## src/rtl/store_pkg.sv

```systemverilog
// Shared types and helpers for the truncating store path: access sizes,
// controller states and the byte-count lookup.
package store_pkg;

   localparam int DATA_W = 64;

   typedef enum logic [1:0] {
      SZ_B = 2'b00,
      SZ_H = 2'b01,
      SZ_W = 2'b10,
      SZ_D = 2'b11
   } access_size_t;

   typedef enum logic [1:0] {
      IDLE = 2'b00,
      SEND = 2'b01,
      DONE = 2'b10
   } store_state_t;

   function automatic logic [3:0] size_bytes(input access_size_t sz);
      logic [3:0] n;
      case (sz)
         SZ_B:    n = 4'd1;
         SZ_H:    n = 4'd2;
         SZ_W:    n = 4'd4;
         SZ_D:    n = 4'd8;
         default: n = 4'd1;
      endcase
      return n;
   endfunction

endpackage

```

## src/rtl/fits_signed.sv

```systemverilog
// Reports whether a 64-bit value survives narrowing to the access size
// followed by sign extension back to 64 bits.
module fits_signed
   import store_pkg::*;
(
   input  logic [DATA_W-1:0] value,
   input  access_size_t      size,
   output logic              fits
);

   // Compare against the sign-extended low bits; a dword always fits.
   always_comb begin
      fits = 1'b1;
      case (size)
         SZ_B:    fits = (value == {{56{value[7]}},  value[7:0]});
         SZ_H:    fits = (value == {{48{value[15]}}, value[15:0]});
         SZ_W:    fits = (value == {{32{value[31]}}, value[31:0]});
         SZ_D:    fits = 1'b1;
         default: fits = 1'b1;
      endcase
   end

endmodule

```

## src/rtl/truncating_store_unit.sv

```systemverilog
// Narrows a register value to STURB/H/W/D size and streams it little-endian,
// one byte per accepted beat, onto the byte-wide data-memory write port.
module truncating_store_unit
   import store_pkg::*;
#(
   parameter int ADDR_W = 64
)
(
   input  logic              clk,
   input  logic              reset_n,
   input  logic              start,
   input  logic [1:0]        size,
   input  logic [ADDR_W-1:0] addr,
   input  logic [63:0]       wdata,
   output logic              busy,
   output logic              done,
   output logic              overflow,
   output logic              mem_wr_en,
   output logic [ADDR_W-1:0] mem_addr,
   output logic [7:0]        mem_wdata,
   input  logic              mem_ready
);

   store_state_t      state_r, state_nxt_s;
   access_size_t      size_r, size_nxt_s;
   logic [2:0]        k_r, k_nxt_s;
   logic [ADDR_W-1:0] addr_r, addr_nxt_s;
   logic [DATA_W-1:0] data_r, data_nxt_s;
   logic              flag_r, flag_nxt_s;
   logic              busy_r, busy_nxt_s;
   logic              done_r, done_nxt_s;
   logic              ovf_r, ovf_nxt_s;
   logic              wr_en_r, wr_en_nxt_s;
   logic              fits_s;
   logic              last_s;

   fits_signed u_fits (
      .value (wdata),
      .size  (access_size_t'(size)),
      .fits  (fits_s)
   );

   assign last_s = ({1'b0, k_r} == (size_bytes(size_r) - 4'd1));

   // Next-state and next-output logic; addr_r/data_r advance per accepted
   // beat so the port always shows the current byte straight from flops.
   always_comb begin
      state_nxt_s = state_r;
      size_nxt_s  = size_r;
      k_nxt_s     = k_r;
      addr_nxt_s  = addr_r;
      data_nxt_s  = data_r;
      flag_nxt_s  = flag_r;
      busy_nxt_s  = busy_r;
      wr_en_nxt_s = wr_en_r;
      done_nxt_s  = 1'b0;
      ovf_nxt_s   = 1'b0;
      case (state_r)
         IDLE: begin
            if (start) begin
               state_nxt_s = SEND;
               size_nxt_s  = access_size_t'(size);
               k_nxt_s     = 3'd0;
               addr_nxt_s  = addr;
               data_nxt_s  = wdata;
               flag_nxt_s  = ~fits_s;
               busy_nxt_s  = 1'b1;
               wr_en_nxt_s = 1'b1;
            end else begin
               state_nxt_s = IDLE;
            end
         end
         SEND: begin
            if (mem_ready) begin
               if (last_s) begin
                  state_nxt_s = DONE;
                  wr_en_nxt_s = 1'b0;
                  done_nxt_s  = 1'b1;
                  ovf_nxt_s   = flag_r;
                  k_nxt_s     = 3'd0;
                  addr_nxt_s  = {ADDR_W{1'b0}};
                  data_nxt_s  = {DATA_W{1'b0}};
               end else begin
                  k_nxt_s     = k_r + 3'd1;
                  addr_nxt_s  = addr_r + {{(ADDR_W-1){1'b0}}, 1'b1};
                  data_nxt_s  = {8'h00, data_r[DATA_W-1:8]};
               end
            end else begin
               state_nxt_s = SEND;
            end
         end
         DONE: begin
            state_nxt_s = IDLE;
            busy_nxt_s  = 1'b0;
         end
         default: begin
            state_nxt_s = IDLE;
            busy_nxt_s  = 1'b0;
            wr_en_nxt_s = 1'b0;
         end
      endcase
   end

   // State and output registers.
   always_ff @(posedge clk or negedge reset_n) begin
      if (!reset_n) begin
         state_r <= IDLE;
         size_r  <= SZ_B;
         k_r     <= 3'd0;
         addr_r  <= {ADDR_W{1'b0}};
         data_r  <= {DATA_W{1'b0}};
         flag_r  <= 1'b0;
         busy_r  <= 1'b0;
         done_r  <= 1'b0;
         ovf_r   <= 1'b0;
         wr_en_r <= 1'b0;
      end else begin
         state_r <= state_nxt_s;
         size_r  <= size_nxt_s;
         k_r     <= k_nxt_s;
         addr_r  <= addr_nxt_s;
         data_r  <= data_nxt_s;
         flag_r  <= flag_nxt_s;
         busy_r  <= busy_nxt_s;
         done_r  <= done_nxt_s;
         ovf_r   <= ovf_nxt_s;
         wr_en_r <= wr_en_nxt_s;
      end
   end

   assign busy      = busy_r;
   assign done      = done_r;
   assign overflow  = ovf_r;
   assign mem_wr_en = wr_en_r;
   assign mem_addr  = addr_r;
   assign mem_wdata = data_r[7:0];

endmodule

```

## config.mk

```make
export PLATFORM = sky130hd
export DESIGN_NAME = truncating_store_unit
export DESIGN_NICKNAME = d
export VERILOG_FILES = /design/src/rtl/store_pkg.sv /design/src/rtl/fits_signed.sv /design/src/rtl/truncating_store_unit.sv
export SDC_FILE = /design/constraint.sdc
export NUM_CORES = 1
export LEC_CHECK = 0
export BUFFER_PORTS_ARGS = -buffer_cell sky130_fd_sc_hd__buf_2
export CAP_MARGIN = 25
export CORE_MARGIN = 4
export CORE_UTILIZATION = 35
export DETAILED_ROUTE_END_ITERATION = 6
export PLACE_DENSITY = 0.58
export SKIP_LAST_GASP = 1
export SYNTH_ARGS = -nofsm -noshare
export SYNTH_HDL_FRONTEND = slang
export SYNTH_HIERARCHICAL = 1
export SYNTH_SLANG_ARGS = --single-unit
```

## constraint.sdc

```tcl
create_clock -name clk -period 2.3 [get_ports clk]
set_input_delay 0.115 -clock clk [delete_from_list [all_inputs] [get_ports clk]]
set_output_delay 0.115 -clock clk [all_outputs]
set_load 0.01 [all_outputs]
```

=== Yosys cells after proc, flatten, opt, wreduce, memory -nomap -nowiden ===
Index checks and enable logic that the tools add are counted.

* Register bits after elaboration: 140
* Input bits: 134

* $add $sub $neg: 3
* Equal/unequal tests: 16
* Mux-type cells: 29
* Bitwise logic cells: 3
* Reduce and logical (&&, ||, !) cells: 8

{| class="wikitable"
|+ Operators by type and width
! operator !! number
|-
| 2-to-1 mux 64 bit || 5
|-
| one-hot mux 64 bit (2 select lines) || 2
|-
| adder 64 x 1 -> 64 bit, second input constant || 1
|-
| == test 56 bit || 1
|-
| 2-to-1 mux 56 bit || 1
|-
| == test 48 bit || 1
|-
| == test 32 bit || 1
|-
| one-hot mux 4 bit (4 select lines) || 1
|-
| == test 2 bit, second input constant || 5
|-
| 2-to-1 mux 1 bit || 10
|-
| 2-to-1 mux 3 bit || 3
|-
| == test 2 x 1 -> 1 bit, second input constant || 3
|-
| logical NOT 2 bit || 3
|-
| inequality test 2 bit, second input constant || 3
|-
| one-hot mux 3 bit (2 select lines) || 1
|-
| == test 3 x 4 -> 1 bit || 1
|-
| 2-to-1 mux 2 bit || 2
|-
| one-hot mux 1 bit (4 select lines) || 1
|-
| one-hot mux 2 bit (2 select lines) || 1
|-
| AND reduction 2 bit || 2
|-
| AND reduction 4 bit || 1
|-
| subtractor 4 x 1 -> 4 bit, second input constant || 1
|-
| adder 3 x 1 -> 3 bit, second input constant || 1
|-
| inequality test 3 bit, second input constant || 1
|-
| other kinds (5) || 7
|}

=== Depth between registers and ports, before layout ===
* Word-level depth: 7
* Gate-level depth with buffers: 9
* Depth with buffers taken out: 7

=== By module ===
Netlist, hierarchy kept.

{| class="wikitable"
|+ By module, submodules not included
! module !! times used !! cells each !! area each (sq um)
|-
| truncating_store_unit || 1 || 979 || 7,863.8
|-
| fits_signed || 1 || 57 || 345.3
|}

=== Least setup slack after synthesis ===
No wires, ideal clock.

* Path kind: register to register
* From: register addr_r[16] (netlist: mem_addr[16])
* To: register addr_r[57] (netlist: mem_addr[57])
* Arrival: 2.093 ns
* Required time: 2.176 ns
* Setup slack: 0.083 ns
* Stages on the path, launching flop included: 7
* Clock period less this slack: 2.217 ns
* Path through: dfrtp_1 -> nand4_4 -> or4_1 -> or3_4 -> nor4_4 -> mux2i_1 -> a211o_1

* Longest elaborated chain between the ends: 4

{| class="wikitable"
|+ RTL lines
! element !! line !! text
|-
| start: declaration || truncating_store_unit.sv:27 || <nowiki>logic [ADDR_W-1:0] addr_r, addr_nxt_s;</nowiki>
|-
| start signal: assignment || truncating_store_unit.sv:110 || <nowiki>addr_r <= {ADDR_W{1'b0}};</nowiki>
|-
| start signal: assignment || truncating_store_unit.sv:121 || <nowiki>addr_r <= addr_nxt_s;</nowiki>
|-
| adder 64 x 1 -> 64 bit || truncating_store_unit.sv:85 || <nowiki>addr_nxt_s = addr_r + {{(ADDR_W-1){1'b0}}, 1'b1};</nowiki>
|-
| 2-to-1 mux 64 bit || truncating_store_unit.sv:75 || <nowiki>if (last_s) begin</nowiki>
|-
| 2-to-1 mux 64 bit || truncating_store_unit.sv:74 || <nowiki>if (mem_ready) begin</nowiki>
|-
| one-hot mux 64 bit (2 select lines) || truncating_store_unit.sv:58 || <nowiki>case (state_r)</nowiki>
|}

No other way between the ends. The select of a mux whose other input is x is not followed.
A chain may end at the register's enable or synchronous reset.

=== Worst setup path after layout ===
* From: register addr_r[18] (netlist: mem_addr[18])
* To: register addr_r[51] (netlist: mem_addr[51])

Same word-level chain as after synthesis.

==> metrics.yaml <==
gr-total-overflow: 0
ys_seq_area_share_pct: 42.7
stdcell_count: 1642
skew_ns: 0.00963
antenna_found_initial: 0
vias: 9094
synth_edf_count: 0
worstPathMaxFanout: 7
hp-class: "input pin to flop"
vias_per_cell: 5.54
status: "complete, no violations"
final.period_utilization_pct: 97.9
setup_viol: 0
final_core_util_pct: 49.5
drv_slew: 0
ir_drop_mv: 0.592
drt_iter0_drc: 745
start_kind: "flop"
gp_congestion: 0.883
port_buffers: 209
ys_async_sr_fraction_pct: 100
fin_crit_ns: 2.25
area_growth_pct: 37.8
routedWlPerCell_um: 18.1
grt_use_total_pct: 22.4
p_leak_nw: 5.12
wirelength_mm: 29.7
slew_headroom_pct: 63.3
ys.flop_type: "dfrtp_1"
critical_path_class: "flop to flop"
nets: 1452
initial_core_util_pct: 35.9
ios: 210
dp_hpwl_mm: 20.8
cts_sinks: 140
die_y_um: 161
worst_pin_slew_ns: 0.546
cts-htree-levels: 4
rows: 55
rsz0062_at_grt: "true"
syn-cell-area_um2: 8210
synthesis.instances: 1036
drc: 0
synth_cell_type_count: 65
end_kind: "flop"
postRouteAntennaNets: 0
ys_warn_count: 6
cp.arrival_ns: 2.56
grt_pass1_vias: 8921
numCtsBuffers: 17
grt_pass1_wl_mm: 47.5
diodes: 0
max_cap_viol_count: 0
syn-num-nets: 1172
avgSynthCellArea_um2: 7.92
grt_max_degree: 67
required_ns: 2.61
powerDensity_nw_per_um2: 1330
yosys_register_bits: 140
die_w_um: 161
clk_pin_slew_ns: 0.07
dp_cells: 1569
clk_path_buf_depth: 2
cts_root_buffer: "clkbuf_16"
dr.pass1.iters: 5
max_freq_ghz: 0.444
drive_gt1_share_pct: 27.5
dieArea_um2: 26000
final_hold_viol_count: 0
core-area_um2: 22800
clk_latency_ns: 0.42
tritoncts: "done"
[worst max-delay path: stages (launching register included)]
cell and delay, ns:
dfrtp_1 0.40, nand4_4 0.18, nor4_4 0.32, nand4_1 0.22, buf_4 0.20, nor4_1 0.48
o21ai_0 0.18, o2bb2ai_1 0.15
[report_power, final]
group | switching, mW | total [mW] | internal, mW
Sequential | 0.794 | 4.28 | 3.49
Clock | 1.14 | 3.18 | 2.04
Combinational | 4.65 | 7.59 | 2.94
Total | 6.58 | 15.1 | 8.47
[sequential cells by signal, indices dropped and copies added (netlist names)]
register and cells:
busy 1, data_r 64, done 1, flag_r 1
k_r 3, mem_addr 64, mem_wr_en 1, overflow 1
size_r 2, state_r 2
[final cells by class]
class / count / area [um2]
well taps: 313 / 392
multi-input cells: 789 / 4360
clock buffers: 18 / 429
repair buffers: 339 / 2270
clock inverters: 14 / 243
inverters: 29 / 109
fillers: 2257 / 11500
flip-flops and latches: 140 / 3500
[final timing paths]
kind,slack (ns),end,depth (start not counted),start
max in group asynchronous,1.35,mem_addr[39],3,reset_n
max,0.05,mem_addr[51],7,mem_addr[18]
max reg2reg,0.05,mem_addr[51],7,mem_addr[18]
min in group asynchronous,0.20,mem_addr[48],2,reset_n
min,0.004,mem_addr[2],3,addr[2]
min reg2reg,0.48,data_r[21],2,data_r[21]
[Yosys cell counts (14+ instances only)]
library cell,n,area share (%)
nand2_1,186,8.5
dfrtp_1,140,43
o21ai_0,119,7.3
a21oi_1,94,5.7
nor2_1,90,4.1
clkbuf_1,59,2.7
nand3_1,42,2.6
nand4_1,32,2.4
inv_1,29,1.3
nor3_1,25,1.5
and3_1,23,1.8
nor4_1,22,1.7
o22ai_1,15,1.1
a22o_1,14,1.5
a32oi_1,14,1.5
[kinds of logic (layout without fill, tap and decap cells)]
family	count (synthesis)	after routing	synth area share, %
flip-flops	140	140	42.7
adder cells (fa/ha/maj)	2	2	0.305
multiplexers	5	5	0.640
XOR/XNOR	1	1	0.107
buffers and inverters	107	400	5.29
AO/OA/AOI/OAI	316	316	23.0
AND/OR/NAND/NOR	465	465	27.9
[metrics by stage]
step	worst slack (ns)	area [um2]	hold WS, ns	power, mW	TNS (ns)
6_report	0.0485	11300	0.00375	15.1	0
5_1_grt	-0.0357	11300	0.0112	16.2	-0.202
4_1_cts	0.0286	11200	0.000730	15.0	0
3_5_place_dp	0.0440	10200	0.0846	11.7	0
3_3_place_gp	0.102	10200	0.0869	11.6	0
2_1_floorplan	0.0830	8210	-0.181	8.55	0
[what timing repair did]
| action | CTS | global route |
|---|---|---|
| hold buffers | 35 | 1 |
| setup buffers | 0 | 4 |
| endpoints found under the hold margin | 76 | 1 |
| endpoints found under the setup margin | 0 | 18 |
| resized for setup | 0 | 11 |
[cells in the final DEF (no fill, tap or decap), types with 3 or more instances in the layout]
cell type      synthesis  routed
a211o_1                3       3
a21o_1                 3       3
a21oi_1               94      94
a22o_1                14      14
a22oi_1                6       6
a31oi_1                9       9
a32oi_1               14      14
and2_1                 5       5
and3_1                23      22
buf_12                 0      11
buf_2                  2     208
buf_4                  8      82
bufinv_16              0       6
clkbuf_16              0      18
clkinv_4               0       3
clkinvlp_4             0       3
dfrtp_1              140     140
dlygate4sd3_1          0      36
inv_1                 29      29
mux2i_1                3       3
nand2_1              186     184
nand3_1               42      40
nand4_1               32      32
nand4b_1               3       3
nor2_1                90      89
nor3_1                25      23
nor4_1                22      22
nor4_4                 3       4
o21ai_0              119     119
o22ai_1               15      15
o2bb2ai_1              3       3
o311ai_0               7       6
o311ai_1               3       4
o31a_1                 8       8
o31ai_1                3       3
or3_1                  7       5
or3_4                  1       3
or4_1                  8       7
[layer usage]
metal / share of wire (%) / track usage [%]
met5: 0 / 0
met4: 1.4 / 5.78
met3: 7.4 / 4.11
met2: 47 / 36.5
met1: 44 / 30.9
No activity file was read; power rests on OpenSTA's default activity.
